### src/rtl/synth_pkg.sv
// synth_pkg: shared constants, types and note-to-phase-step table for the voice synthesizer.
package synth_pkg;
  localparam int STEP_W = 24;
  localparam int NUM_NOTES = 48;
  localparam int SAMPLE_HZ = 48000;
  typedef logic [STEP_W-1:0] step_t;
  typedef enum logic [1:0] {IDLE, RUN, DRAIN} state_t;
  function automatic step_t calc_step(input int n);
    real f;
    f = 261.63 * (2.0 ** (real'(n) / 12.0)) * (2.0 ** STEP_W) / real'(SAMPLE_HZ);
    return step_t'($rtoi(f + 0.5));
  endfunction
  localparam step_t NOTE_STEP [NUM_NOTES] = '{
    calc_step(0),  calc_step(1),  calc_step(2),  calc_step(3),  calc_step(4),  calc_step(5),
    calc_step(6),  calc_step(7),  calc_step(8),  calc_step(9),  calc_step(10), calc_step(11),
    calc_step(12), calc_step(13), calc_step(14), calc_step(15), calc_step(16), calc_step(17),
    calc_step(18), calc_step(19), calc_step(20), calc_step(21), calc_step(22), calc_step(23),
    calc_step(24), calc_step(25), calc_step(26), calc_step(27), calc_step(28), calc_step(29),
    calc_step(30), calc_step(31), calc_step(32), calc_step(33), calc_step(34), calc_step(35),
    calc_step(36), calc_step(37), calc_step(38), calc_step(39), calc_step(40), calc_step(41),
    calc_step(42), calc_step(43), calc_step(44), calc_step(45), calc_step(46), calc_step(47)
  };
endpackage

### src/rtl/note_step_lut.sv
// note_step_lut: combinational note number to phase step lookup with out-of-range flag.
module note_step_lut
  import synth_pkg::*;
(
  input  logic [7:0] note,
  output step_t      step,
  output logic       oor
);
  always_comb begin
    oor = note >= 8'(NUM_NOTES);
    step = '0;
    for (int i = 0; i < NUM_NOTES; i++) step = (note == 8'(i)) ? NOTE_STEP[i] : step;
  end
endmodule

### src/rtl/voice_scheduler.sv
// voice_scheduler: time-multiplexes one wave ROM across NUM_VOICES phase accumulators and mixes them.
module voice_scheduler
  import synth_pkg::*;
#(
  parameter int NUM_VOICES = 4,
  parameter int PHASE_W = 24,
  parameter int ADDR_W = 8,
  parameter int SAMPLE_W = 8
) (
  input  logic                                    clk,
  input  logic                                    rst,
  input  logic                                    sample_tick,
  input  logic [NUM_VOICES-1:0]                   voice_en,
  input  logic [NUM_VOICES*8-1:0]                 voice_note,
  output logic [ADDR_W-1:0]                       rom_addr,
  input  logic [SAMPLE_W-1:0]                     rom_data,
  output logic [SAMPLE_W+$clog2(NUM_VOICES)-1:0]  mix_out,
  output logic                                    mix_valid,
  output logic                                    busy,
  output logic                                    overrun
);
  localparam int IDX_W = NUM_VOICES > 1 ? $clog2(NUM_VOICES) : 1;
  localparam int MIX_W = SAMPLE_W + $clog2(NUM_VOICES);
  state_t state_q, state_d;
  logic [IDX_W-1:0] idx_q, idx_d;
  logic [MIX_W-1:0] acc_q, acc_d, mix_q, mix_d, add;
  logic mix_valid_q, mix_valid_d, prev_valid_q, prev_valid_d;
  logic [PHASE_W-1:0] phase_q [NUM_VOICES];
  logic [PHASE_W-1:0] phase_d [NUM_VOICES];
  step_t cur_step;
  logic cur_oor, cur_valid;
  note_step_lut u_lut (
    .note(voice_note[8*idx_q +: 8]),
    .step(cur_step),
    .oor (cur_oor)
  );
  assign cur_valid = voice_en[idx_q] && !cur_oor;
  assign add = prev_valid_q ? MIX_W'(rom_data) : '0;
  assign rom_addr = (state_q == RUN) ? phase_q[idx_q][PHASE_W-1 -: ADDR_W] : '0;
  assign busy = state_q != IDLE;
  assign overrun = sample_tick && busy;
  assign mix_out = mix_q;
  assign mix_valid = mix_valid_q;
  always_comb begin
    state_d = state_q;
    idx_d = idx_q;
    acc_d = acc_q;
    mix_d = mix_q;
    mix_valid_d = 1'b0;
    prev_valid_d = 1'b0;
    for (int i = 0; i < NUM_VOICES; i++) phase_d[i] = voice_en[i] ? phase_q[i] : '0;
    case (state_q)
      IDLE: begin
        idx_d = '0;
        acc_d = sample_tick ? '0 : acc_q;
        state_d = sample_tick ? RUN : IDLE;
      end
      RUN: begin
        phase_d[idx_q] = cur_valid ? phase_q[idx_q] + PHASE_W'(cur_step) : phase_d[idx_q];
        acc_d = acc_q + add;
        prev_valid_d = cur_valid;
        idx_d = idx_q + 1'b1;
        state_d = (idx_q == IDX_W'(NUM_VOICES - 1)) ? DRAIN : RUN;
      end
      default: begin
        mix_d = acc_q + add;
        mix_valid_d = 1'b1;
        state_d = IDLE;
      end
    endcase
  end
  always_ff @(posedge clk) begin
    if (rst) begin
      state_q <= IDLE;
      idx_q <= '0;
      acc_q <= '0;
      mix_q <= '0;
      mix_valid_q <= 1'b0;
      prev_valid_q <= 1'b0;
      for (int i = 0; i < NUM_VOICES; i++) phase_q[i] <= '0;
    end else begin
      state_q <= state_d;
      idx_q <= idx_d;
      acc_q <= acc_d;
      mix_q <= mix_d;
      mix_valid_q <= mix_valid_d;
      prev_valid_q <= prev_valid_d;
      for (int i = 0; i < NUM_VOICES; i++) phase_q[i] <= phase_d[i];
    end
  end
endmodule

### config.mk
export PLATFORM = sky130hd
export DESIGN_NAME = voice_scheduler
export DESIGN_NICKNAME = d
export VERILOG_FILES = /design/src/rtl/synth_pkg.sv /design/src/rtl/note_step_lut.sv /design/src/rtl/voice_scheduler.sv
export SDC_FILE = /design/constraint.sdc
export NUM_CORES = 1
export LEC_CHECK = 0
export CAP_MARGIN = 20
export CORE_ASPECT_RATIO = 1.1
export CORE_MARGIN = 4
export CORE_UTILIZATION = 61
export DETAILED_ROUTE_END_ITERATION = 6
export GPL_TIMING_DRIVEN = 0
export MAX_ROUTING_LAYER = met4
export PLACE_DENSITY = 0.81
export SYNTH_ARGS = -nofsm -noshare
export SYNTH_HDL_FRONTEND = slang
export SYNTH_SLANG_ARGS = --single-unit
### constraint.sdc
create_clock -name clk -period 4.83 [get_ports clk]
set_input_delay 0.7245 -clock clk [delete_from_list [all_inputs] [get_ports clk]]
set_output_delay 0.7245 -clock clk [all_outputs]
set_load 0.1 [all_outputs]
==> results.md, run 1 <==
* Most area-hungry cell type in the Yosys netlist: dfxtp_1
* Clk sinks at 124
* Dpl hpwl at 30.57 mm
* DP Cell Count at 1,556
* Top cells by area, synth: dfxtp_1 (25%), mux4_2 (7.4%), a21oi_1 (7.2%)
* Syn_nets at 1,374
* Outcome: did not finish
* Ys async rst share at 0
* Syn Inst Count at 1,292
* Cts bufs inserted at 17
* H-tree depth at 4
* Max clock buf depth at 2
* Row count at 48
* Synthesis warning total at 0
* I/O Buffers at 64
* Yosys top cell area share at 0.2488
* Post-GRT worst EP: phase_q[2][19]$_SDFF_PP0_/D
* Hold Buf Count CTS at 0
* Die X at between 100 and 150 um
* Number of I/O pins at 68
* Sequential share of the synthesized area at 0.2488
* Primary FF master, synth: dfxtp_1
* Pre-CTS WS at -1413 ps
* FF+latch count, synth at 124
* Stop stage: 5_1_grt
* Unique masters post-synth at 78
* Pin count of the biggest net entering global routing at 17
* Kind of the worst endpoint: register data pin
* GP Congestion at 1.126
* Root Buffer: clkbuf_16
* Syn_area_per_cell at 7.723 um^2
* Number of synthesized flops with an enable pin at 0
* Global route overflow at 7
* GRT Resource Usage Total at 0.6418
* Placed inst area at 10,870 um^2
* Chip height at 142.1 um
* Tool error: [ERROR GRT-0232] Routing congestion too high. Check the congestion heatmap in the GUI.
* Effective utilization at floorplan at 0.6293
* Mapped Area at 9978 um^2
==> metal layers <==
metal | overflow | global-route usage
met4 | 3 | 0.6018
met2 | 4 | 0.8488
met5 | - | -
met1 | 0 | 0.6227
met3 | 0 | 0.4137
==> synth_stat cells, drive strengths merged (15+ instances only) <==
library cell	instances
a211oi	76
a21boi	15
a21oi	144
a22oi	16
a311oi	23
a31oi	33
and2	24
and3	27
buf	50
clkbuf	69
dfxtp	124
ha	33
inv	16
mux2i	27
mux4	33
nand2	117
nand3	38
nor2	144
nor3	23
o211ai	15
o21ai	87
o22ai	17
==> per-stage QoR <==
stage / utilization / hold slack (ps)
3_3_place_gp: 0.6855 / 452.5
2_1_floorplan: - / 434.7
4_1_cts: 0.7487 / 497.1
3_5_place_dp: 0.6855 / 463.7
==> repair_timing <==
action | 4_1_cts
resized for setup | 91
cloned | 0
endpoints found under the hold margin | 0
setup endpoints to repair | 76
setup buffers | 14
pin swaps | 19
==> logic make-up after synthesis <==
kind of cell | after synthesis | synth area share
mux | 67 | 0.1095
xor+xnor | 15 | 0.01317
buf+inv | 135 | 0.06182
simple gates | 422 | 0.1997
fa+ha+maj | 35 | 0.04539
flops | 124 | 0.2488
compound gates | 494 | 0.3216
==> inputs of run 2 (changes only) <==
--- a/config.mk
+++ b/config.mk
@@ -6,13 +6,11 @@
 export NUM_CORES = 1
 export LEC_CHECK = 0
 export CAP_MARGIN = 20
-export CORE_ASPECT_RATIO = 1.1
 export CORE_MARGIN = 4
-export CORE_UTILIZATION = 61
+export CORE_UTILIZATION = 40
 export DETAILED_ROUTE_END_ITERATION = 6
 export GPL_TIMING_DRIVEN = 0
-export MAX_ROUTING_LAYER = met4
-export PLACE_DENSITY = 0.81
+export PLACE_DENSITY_LB_ADDON = 0.15
 export SYNTH_ARGS = -nofsm -noshare
 export SYNTH_HDL_FRONTEND = slang
 export SYNTH_SLANG_ARGS = --single-unit
==> run 2 against run 1 <==
Effect of this change: the flow now finishes, with violations (DRC); synthesized cell count unchanged; synthesized area unchanged.
==> results.md, run 2 <==
* Outcome: finished with violations (was did not finish)
* Failing checks: DRC
* Setup TNS at 0 ps
* Crit Path Category: input port to register
* Number of synthesized flops with an enable pin at 0 (unchanged)
* Sequential share of the synthesized area at 0.2488 (unchanged)
* Layout cells sized above 1 at 0.1989
* Vias per cell at 6.679
* Global-route wire length before repair at 67.03 mm
* Critical Path RT at 5200 ps
* H-tree depth at 4 (unchanged)
* Delay of the slowest critical-path stage at 560 ps
* Ys async rst share at 0 (unchanged)
* RR Endpoint: phase_q[2][19]
* I/O Buffers at 64 (unchanged)
* XOR/XNOR Fraction of Synth Area at 0.01317 (unchanged)
* Root Buffer: clkbuf_16 (unchanged)
* Chip height at 165.9 um (was 142.1 um)
* Syn_nets at 1,374 (unchanged)
* CP arrival at 5130 ps
* Hold Startpoint: phase_q[0][23]
* Final wirelength at 44.72 mm
* Nets at approximately 1.5k
* Post-synthesis mux area share at 0.1095 (unchanged)
* Top cells by area, synth: dfxtp_1 (25%), mux4_2 (7.4%), a21oi_1 (7.2%) (unchanged)
* CTS tree: built
* Reg2Reg Depth at 21
* Top-count cell post-synth: a21oi_1 (unchanged)
* Area share of fa/ha/maj cells after synthesis at 0.04539 (unchanged)
* Fmax at about 210 MHz
* Die footprint at 27,540 um^2
* P&R area growth vs syn at 27.39%
* Syn_area_per_cell at 7.723 um^2 (unchanged)
* Synthesis warning total at 0 (unchanged)
* FF+latch count, synth at 124 (unchanged)
* Slowest CP cell: mux4_2
* Min-delay worst type: register to register
* WL/cell at 25.67 um
* Max reg flops at 96
* Setup-failing EPs final at 0
* Reg-to-Reg Start: idx_q[1]
* Pwr Total at 0.003485 W
* Mapped Area at 9978 um^2 (unchanged)
* Initial antenna violation count at 1
* Design Area, Final at about 13,000 um^2
* Placed inst area at 11,020 um^2 (was 10,870 um^2)
* Fin crit share at 0.9864
* Die X at 165.9 um (was 129.9 um)
* Clk sinks at 124 (unchanged)
* Post-route minimum period at approximately 4800 ps
* Effective utilization at floorplan at 0.4079 (was 0.6293)
* Slew headroom at 0.3260
* Worst-margin pin slew at 1008 ps
* Cts bufs inserted at 17 (unchanged)
* Most area-hungry cell type in the Yosys netlist: dfxtp_1 (unchanged)
* Pins Over Slew Limit at 0
* Via Count at 11.64k
* Syn Inst Count at 1,292 (unchanged)
* GRT Resource Usage Total at 0.3098
* CP Cell Sequence: clkdlybuf4s50_1, mux4_2, clkbuf_4, nand2_4, nor2_1, a21oi_1, o32ai_2, a2111oi_2, o211ai_1, ha_2, o21ai_2, a21oi_4, o31ai_4, a31oi_4, o211a_1, o21ai_4, mux2i_4, o31a_1
* Worst setup SP type: input port
* Worst setup EP type: register
* Final hold violation count at 0
* Hold Buf Count CTS at 0 (unchanged)
* Peak VDD IR at 0.2843 mV
* Post-synth top cells: a21oi_1 (143), nor2_1 (142), dfxtp_1 (124), nand2_1 (111), o21ai_0 (81) (unchanged)
* Post-Synth Simple-Gate Area at 0.1997 (unchanged)
* Max cap viols at 0
* Yosys top cell area share at 0.2488 (unchanged)
* Power per cell area at 274.2 nW/um^2
* Residual DRC at 29
* Vias in the first global route at 10.87k
* Commonest non-fill, non-tap cell in the layout: a21oi_1
* N_diodes at 0
* Clk_skew at ~10 ps
* Router iterations before antenna repair at 7
* Dpl hpwl at 32.58 mm (was 30.57 mm)
* Global route overflow at 0
* Largest family of logic cells by synthesized area: compound AO/OA/AOI/OAI gates (unchanged)
* Crit Path Max Fanout at 10
* Row count at 57 (was 48)
* Clk_lat worst skew at 430 ps
* Worst Hold Depth at 2
* Number of routed nets with antenna violations at 0
* Drt initial violations at 1,637
* Pin count of the biggest net entering global routing at 17
* Number of I/O pins at 68 (unchanged)
* Leak at 4.480 nW
* Hold_ws at between 400 and 500 ps
* Unique masters post-synth at 78 (unchanged)
* Most flops, register: phase_q
* Core Footprint at roughly 24,000 um^2
* WHS Endpoint: phase_q[0][23]
* Max clock buf depth at 2 (unchanged)
* Synth Area in Compound Gates at 0.3216 (unchanged)
* Commonest cells after routing, fill and taps aside: a21oi_1 (132), nor2_1 (126), dfxtp_1 (122)
* CTS clk-pin slew, worst paths at 60 ps
* Reg2reg setup slack at 140 ps
* Primary FF master, synth: dfxtp_1 (unchanged)
* GP Congestion at 1.049 (was 1.126)
run 2: cell counts after synthesis:
No cell type changed its count.
run 2: logic make-up after synthesis:
| kind of cell | after synthesis |
|---|---|
| buf+inv | 135 |
| xor+xnor | 15 |
| simple gates | 422 |
| flops | 124 |
| compound gates | 494 |
| mux | 67 |
| fa+ha+maj | 35 |
run 2: cell type report:
type	count	area [um^2]
repair buffers	97	922.1
well taps	324	405.4
inverters	16	65.06
fillers	2385	11750
flip-flops and latches	124	2487
multi-input cells	1033	7478
plain buffers	116	669.4
clock inverters	15	257.7
clock buffers	17	425.4
run 2: power by group:
part | internal (W) | switching [W] | leakage [nW]
Sequential | 0.00104 | 0.0000140 | 1.00
Clock | 0.000977 | 0.000527 | 0.329
Combinational | 0.000322 | 0.000604 | 3.15
Total | 0.00234 | 0.00114 | 4.48
run 2: metal layers:
metal | global-route usage | vias up | share of wire
met2 | 0.4824 | 841 | 0.44
li1 | - | 5127 | -
met4 | 0.1381 | 2 | 0.047
met3 | 0.07689 | 195 | 0.11
met1 | 0.4076 | 5470 | 0.40
met5 | 0 | - | 0.00029
run 2: timing repair:
action / in CTS / in global routing
endpoints found under the setup margin: 72 / 64
setup buffers: 9 / 24
gates resized for setup: 90 / 126
pin swaps: 16 / 45
run 2: how the worst max path moves through the flow:
stage / start / to / slack [ps] / cells past startpoint
floorplan: voice_note[29] / phase_q[1][23] / 370 / 19
global placement: voice_note[1] / phase_q[2][23] / -1540 / 17
detailed placement: voice_note[3] / phase_q[1][23] / -1490 / 17
CTS: voice_note[5] / phase_q[2][21] / -2 / 21
global route: voice_note[4] / phase_q[2][20] / -80 / 18
finish: voice_note[27] / phase_q[2][20] / 70 / 18
run 2: worst max-delay path, delay by kind of cell:
family | cells | cell delay (ps)
compound gates | 11 | 2250
fa+ha+maj | 1 | 350
buf+inv | 2 | 670
mux | 2 | 870
simple gates | 2 | 240
run 2: per-stage QoR:
stage                     setup WS, ps  std cells  utilization
after floorplan                  366.1       1292            -
after global placement           -1536       1680       0.4507
after detailed placement         -1487       1680       0.4507
after CTS                       -2.270       1720       0.4939
after global routing            -77.45       1742       0.5196
final                            65.81       1742       0.5196
Note: power is estimated with default switching activity, not from simulation.
==> inputs of run 3 (changes only) <==
--- a/config.mk
+++ b/config.mk
@@ -8,9 +8,11 @@
 export CAP_MARGIN = 20
 export CORE_MARGIN = 4
 export CORE_UTILIZATION = 40
+export CTS_CLUSTER_DIAMETER = 60
 export DETAILED_ROUTE_END_ITERATION = 6
 export GPL_TIMING_DRIVEN = 0
-export PLACE_DENSITY_LB_ADDON = 0.15
+export HOLD_SLACK_MARGIN = 0.05
+export PLACE_DENSITY_LB_ADDON = 0.1
 export SYNTH_ARGS = -nofsm -noshare
 export SYNTH_HDL_FRONTEND = slang
 export SYNTH_SLANG_ARGS = --single-unit
==> run 3 against run 2 <==
Effect of this change: the run ends with DRC, setup timing left; via count hardly changed; critical path depth stayed put; sequential cell count unchanged; first-iteration DRC count down 12%; critical path type unchanged; worst setup slack worse by 66 ps; sequential power barely moved; cell count rose by 0.69%.
==> results.md, run 3 (synthesis results as in run 2) <==
* Outcome: finished with violations (unchanged)
* Failing checks: DRC, setup timing (was DRC)
* Nets at 1,499 (was 1,487)
* Filler cells at 2,404 (was 2,385)
* Router iterations before antenna repair at 7 (unchanged)
* Setup-failing EPs final at 1 (was 0)
* I/O Buffers at 64 (unchanged)
* Slew headroom at 0.3220 (was 0.3260)
* Crit Path Category: input port to register (unchanged)
* Setup TNS at -0.4174 ps (was 0 ps)
* CTS clk-pin slew, worst paths at 70 ps (was 60 ps)
* Row count at 57 (unchanged)
* Clk_lat worst skew at 430 ps (about the same)
* Critical Path RT at 5150 ps (was 5200 ps)
* Worst-margin pin slew at 1014 ps (was 1008 ps)
* Most flops, register: phase_q (unchanged)
* Pwr Total at 0.003326 W (was 0.003485 W)
* Worst setup EP type: register (unchanged)
* Final wirelength at 46.11 mm (was 44.72 mm)
* Most used cell along the critical path: buf_4
* Worst path buffer plus inverter count at 4 (was 2)
* Number of routed nets with antenna violations at 0 (unchanged)
* Dpl hpwl at 33.48 mm (was 32.58 mm)
* Met2 WL post-DR at 20.64 mm (was 19.70 mm)
* Die X at 165.9 um (unchanged)
* Worst setup SP type: input port (unchanged)
* Vias in the first global route at 10.97k (was 10.87k)
* Pins Over Slew Limit at 0 (unchanged)
* Clk_skew at 8.908 ps (was 10.43 ps)
* Setup ws final at -0.4174 ps (was 65.81 ps)
* Fin cells at 1,754 (was 1,742)
* CP arrival at 5150 ps (was 5130 ps)
* Number of I/O pins at 68 (unchanged)
* DRT met1 WL at 18.92 mm (was 17.87 mm)
* GP Congestion at 1.012 (was 1.049)
* RSZ-0062 raised after global routing: true
* Max reg flops at 96 (unchanged)
* Min-delay worst type: register to register (unchanged)
* Via Count at 11.64k (about the same)
* GRT Resource Usage Total at 0.3157 (was 0.3098)
* Global route overflow at 0 (unchanged)
* Chip height at 165.9 um (unchanged)
* N_diodes at 0 (unchanged)
* Root Buffer: clkbuf_16 (unchanged)
* P&R area growth vs syn at 28.56% (was 27.39%)
* Delay of the slowest critical-path stage at 560 ps (about the same)
* Commonest cells after routing, fill and taps aside: a21oi_1 (132), nor2_1 (123), dfxtp_1 (122) (was a21oi_1 (132), nor2_1 (126), dfxtp_1 (122))
* H-tree depth at 4 (unchanged)
* Leak at 4.558 nW (was 4.480 nW)
* Fin crit share at 1.000 (was 0.9864)
* WL met3 at 4.367 mm (was 5.030 mm)
* Die footprint at 27,540 um^2 (unchanged)
* Highest routed layer: met4 (was met5)
* Fmax at 207.0 MHz (was 209.9 MHz)
* Core Footprint at 24,460 um^2 (unchanged)
* Peak VDD IR at 0.2575 mV (was 0.2843 mV)
* Max clock buf depth at 2 (unchanged)
* Max cap viols at 0 (unchanged)
* Final cell utilization of the core at 0.5244 (was 0.5196)
* Pre-CTS WS at -1615 ps (was -1487 ps)
* Global-route wire length before repair at 68.30 mm (was 67.03 mm)
* Effective utilization at floorplan at 0.4079 (unchanged)
* Largest delay share family, worst path: compound AO/OA/AOI/OAI gates (unchanged)
* CP Cell Sequence: clkdlybuf4s50_1, mux4_2, buf_8, buf_4, buf_4, nand4_1, o21ai_0, a222oi_1, nand2b_1, ha_4, and4_4, o21a_1, o31ai_4, a31oi_4, o21ai_1, xnor2_2, a21oi_2, a211oi_1 (was clkdlybuf4s50_1, mux4_2, clkbuf_4, nand2_4, nor2_1, a21oi_1, o32ai_2, a2111oi_2, o211ai_1, ha_2, o21ai_2, a21oi_4, o31ai_4, a31oi_4, o211a_1, o21ai_4, mux2i_4, o31a_1)
* WL/cell at 26.29 um (was 25.67 um)
* Initial antenna violation count at 0 (was 1)
* CTS tree: built (unchanged)
* DP Cell Count at 1,680 (unchanged)
* Pin count of the biggest net entering global routing at 17 (unchanged)
* Layout cells sized above 1 at 0.2070 (was 0.1989)
* Residual DRC at 1 (was 29)
* Crit Path Max Fanout at 10 (unchanged)
* Slowest CP cell: mux4_2 (unchanged)
* Hold Buf Count CTS at 0 (unchanged)
* Final hold violation count at 0 (unchanged)
* Vias per cell at 6.636 (was 6.679)
* Post-route minimum period at 4830 ps (was 4764 ps)
* Drt initial violations at 1,445 (was 1,637)
* Clk sinks at 124 (unchanged)
* Cts bufs inserted at 17 (unchanged)
* Power per cell area at 259.3 nW/um^2 (was 274.2 nW/um^2)
* Commonest non-fill, non-tap cell in the layout: a21oi_1 (unchanged)
[run 3: cell types whose count changed in the layout (fill, tap and decap cells not counted), sizes merged]
cell and change:
bufinv -5, buf +11, nor2 +1, clkinv -1, clkdlybuf4s50 -9, inv +5
dlymetal6s2s +9, clkinvlp +1
[run 3: area by class of cell]
cell class              instances  area (um^2)  share of cell area
plain buffers                 116        706.9             0.05511
clock buffers                  17        425.4             0.03316
clock inverters                15        172.7             0.01346
inverters                      16        65.06            0.005072
multi-input cells            1034         7565              0.5897
flip-flops and latches        124         2485              0.1937
well taps                     324        405.4             0.03160
repair buffers                108         1003             0.07822
[run 3: final timing paths]
path | depth (start not counted) | end | slack, ps | startpoint
hold / removal | 2 | phase_q[0][23] | 470 | phase_q[0][23]
setup / recovery | 18 | phase_q[0][18] | -0.4 | voice_note[28]
setup reg to reg | 18 | phase_q[0][18] | 90 | idx_q[0]
hold reg to reg | 2 | phase_q[0][23] | 470 | phase_q[0][23]
[run 3: timing repair]
action                     4_1_cts  5_1_grt
buffers inserted                20       24
setup endpoints to repair       72       68
gates cloned                     0        1
pin swaps                       31       43
resized for setup              107      141
[run 3: through the flow]
| step | hold slack, ps | instance area, um^2 |
|---|---|---|
| after floorplan | 434.7 | 9978 |
| after global placement | 462.6 | 11020 |
| after detailed placement | 472.8 | 11020 |
| final | 469.9 | 12830 |
| after global routing | 477.4 | 12830 |
| after CTS | 472.2 | 12170 |
[run 3: per-layer routing]
| layer | track usage | vias up |
|---|---|---|
| met1 | 0.4207 | 5579 |
| met5 | 0 | - |
| met4 | 0.1352 | 0 |
| met3 | 0.06165 | 181 |
| li1 | - | 5148 |
| met2 | 0.5005 | 731 |
[run 3: worst reg2reg max path, stage by stage (launching register included)]
cell and delay, ps:
dfxtp_2 400, buf_6 190, mux4_2 600, buf_8 190, buf_4 190, buf_4 200
nand4_1 100, o21ai_0 80, a222oi_1 510, nand2b_1 200, ha_4 340, and4_4 230
o21a_1 160, o31ai_4 100, a31oi_4 220, o21ai_1 160, xnor2_2 300, a21oi_2 150
a211oi_1 300
[run 3: report_power, final]
group | internal (W) | leakage [nW] | switching, W
combinational | 0.000336 | 3.26 | 0.000618
clock | 0.000739 | 0.289 | 0.000579
sequential | 0.00104 | 1.00 | 0.0000135
==> inputs of run 4 (changes only) <==
--- a/config.mk
+++ b/config.mk
@@ -6,7 +6,6 @@
 export NUM_CORES = 1
 export LEC_CHECK = 0
 export CAP_MARGIN = 20
-export CORE_MARGIN = 4
 export CORE_UTILIZATION = 40
 export CTS_CLUSTER_DIAMETER = 60
 export DETAILED_ROUTE_END_ITERATION = 6
==> run 4 against run 3 <==
Effect of this change: the flow finishes with violations (DRC); count of clock-buffer cells in the layout up 2; cell count down 0.17%; critical path depth down 1; cell area about the same; via count down 0.66%; register-to-register slack better by 60 ps; sequential share of layout area about the same; non-clock buffer count down 2; largest cell class unchanged.
==> results.md, run 4 (synthesis results as in run 2) <==
* Worst setup SP type: input port (unchanged)
* Router iterations before antenna repair at 7 (unchanged)
* Commonest cells after routing, fill and taps aside: a21oi_1 (132), nor2_1 (122), dfxtp_1 (122) (was a21oi_1 (132), nor2_1 (123), dfxtp_1 (122))
* I/O Buffers at 64 (unchanged)
* Fin cells at 1,751 (was 1,754)
* Most flops, register: phase_q (unchanged)
* Global-route wire length before repair at 68.93 mm (was 68.30 mm)
* Number of I/O pins at 68 (unchanged)
* Global route overflow at 0 (unchanged)
* Max reg flops at 96 (unchanged)
* Effective utilization at floorplan at 0.4091 (was 0.4079)
* Met1 usage at 0.4725 (was 0.4207)
* Worst setup EP type: register (unchanged)
* Worst Hold Depth at 2 (unchanged)
* Max cap viols at 0 (unchanged)
* Pins Over Slew Limit at 0 (unchanged)
* Top Usage Layer GRT: met2 (unchanged)
* Pin count of the biggest net entering global routing at 17 (unchanged)
* Cts bufs inserted at 17 (unchanged)
* Number of routed nets with antenna violations at 0 (unchanged)
* Clk sinks at 124 (unchanged)
* Leak at 4.505 nW (was 4.558 nW)
* GP Congestion at 1.000 (was 1.012)
* Root Buffer: clkbuf_16 (unchanged)
* Reg2reg setup slack at 150 ps (was 90 ps)
* Die X at 159.9 um (was 165.9 um)
* Initial antenna violation count at 1 (was 0)
* Max clock buf depth at 2 (unchanged)
* Die footprint at 25,580 um^2 (was 27,540 um^2)
* GRT Resource Usage Total at 0.3574 (was 0.3157)
* Reg2Reg Depth at 20 (was 18)
* Crit Path Max Fanout at 10 (unchanged)
* Pwr Total at 0.003346 W (was 0.003326 W)
* Worst-margin pin slew at 1019 ps (was 1014 ps)
* Chip height at 159.9 um (was 165.9 um)
* Grt met3 use at 0.06260 (was 0.06165)
* Row count at 57 (unchanged)
* Vias per cell at 6.603 (was 6.636)
* Fin crit share at 0.9813 (was 1.000)
* P&R area growth vs syn at 28.48% (was 28.56%)
* Via Count at 11.56k (was 11.64k)
* Nets at 1,496 (was 1,499)
* H-tree depth at 4 (unchanged)
* Hold_ws at 479.6 ps (was 469.9 ps)
* WHS Endpoint: phase_q[2][15] (was phase_q[0][23])
* CTS clk-pin slew, worst paths at 70 ps (about the same)
* Clk_skew at 12.72 ps (was 8.908 ps)
* Hold Startpoint: phase_q[2][15] (was phase_q[0][23])
* Min-delay worst type: register to register (unchanged)
* CTS tree: built (unchanged)
* Post-route minimum period at 4740 ps (was 4830 ps)
* WL/cell at 26.69 um (was 26.29 um)
* Clk_lat worst skew at 430 ps (about the same)
* Setup-failing EPs final at 0 (was 1)
* Outcome: finished with violations (unchanged)
* Layout cells sized above 1 at 0.2060 (was 0.2070)
* N_diodes at 0 (unchanged)
* Hold Buf Count CTS at 0 (unchanged)
* Commonest non-fill, non-tap cell in the layout: a21oi_1 (unchanged)
* Core Footprint at 24,390 um^2 (was 24,460 um^2)
* Critical Path RT at 5210 ps (was 5150 ps)
* Vias in the first global route at 10.85k (was 10.97k)
* Met2 usage at 0.5711 (was 0.5005)
* Drt initial violations at 1,428 (was 1,445)
* Setup TNS at 0 ps (was -0.4174 ps)
* Failing checks: DRC (was DRC, setup timing)
* Final hold violation count at 0 (unchanged)
* Final wirelength at 46.74 mm (was 46.11 mm)
* Dpl hpwl at 33.98 mm (was 33.48 mm)
* Residual DRC at 7 (was 1)
* Peak VDD IR at 0.2404 mV (was 0.2575 mV)
* DP Cell Count at 1,680 (unchanged)
* RR Endpoint: phase_q[2][19] (was phase_q[0][18])
* Power per cell area at 261.0 nW/um^2 (was 259.3 nW/um^2)
* Fmax at 211.0 MHz (was 207.0 MHz)
* Slew headroom at 0.3185 (was 0.3220)
* Crit Path Category: input port to register (unchanged)
* CP arrival at 5120 ps (was 5150 ps)
* Filler cells at 2,424 (was 2,404)
* Reg-to-Reg Start: idx_q[0] (unchanged)
==> run 4: worst max-delay path, stage by stage <==
cell,delay (ps)
clkdlybuf4s50_1,430
mux4_2,570
buf_4,200
nor2_4,310
a21oi_1,130
o32ai_2,400
a2111oi_2,100
o211ai_1,140
ha_2,350
o21ai_4,160
a21oi_4,70
o31ai_4,330
a31oi_4,200
o211a_1,280
o21ai_2,200
mux2i_2,330
o31a_1,170
==> run 4: worst max path at each step <==
| stage | from | to | slack, ps | cells past startpoint |
|---|---|---|---|---|
| floorplan | voice_note[29] | phase_q[1][23] | 370 | 19 |
| global placement | voice_note[7] | phase_q[2][23] | -1840 | 17 |
| finish | voice_note[27] | phase_q[1][20] | 90 | 17 |
| global route | voice_note[27] | phase_q[1][20] | -40 | 20 |
| detailed placement | voice_note[14] | phase_q[2][23] | -1660 | 17 |
| CTS | voice_note[28] | phase_q[3][18] | 9 | 21 |
==> run 4: area by class of cell <==
cell class              count  area (um^2)  share of cell area
multi-input cells        1033         7560              0.5897
flip-flops and latches    124         2485              0.1938
repair buffers            105        996.0             0.07769
plain buffers             117        714.4             0.05573
clock buffers              19        442.9             0.03455
well taps                 324        405.4             0.03162
clock inverters            13        153.9             0.01200
inverters                  16        62.56            0.004880
==> run 4: through the flow <==
| stage | instance area [um^2] | setup slack, ps | util |
|---|---|---|---|
| after floorplan | 9978 | 366.1 | - |
| after global placement | 11020 | -1842 | 0.4520 |
| after detailed placement | 11020 | -1662 | 0.4520 |
| after CTS | 12100 | 8.577 | 0.4959 |
| after global routing | 12820 | -35.66 | 0.5256 |
| final | 12820 | 90.26 | 0.5256 |
==> run 4: repair_timing <==
item,in CTS,in global routing
resized for setup,105,133
endpoints found under the setup margin,72,64
cloned,0,1
pin swaps,18,49
buffers inserted,13,28
==> run 4: report_power, final <==
part | leakage, nW | switching [W] | internal, W
clock | 0.291 | 0.000550 | 0.000787
combinational | 3.21 | 0.000619 | 0.000334
sequential | 1.00 | 0.0000141 | 0.00104
total | 4.51 | 0.00118 | 0.00216
==> run 4: routing by layer <==
| metal | wire length, um | share of wire |
|---|---|---|
| met3 | 4945 | 0.11 |
| met2 | 21050 | 0.45 |
| met1 | 18580 | 0.40 |
| met5 | 0 | 0 |
| met4 | 2154 | 0.046 |
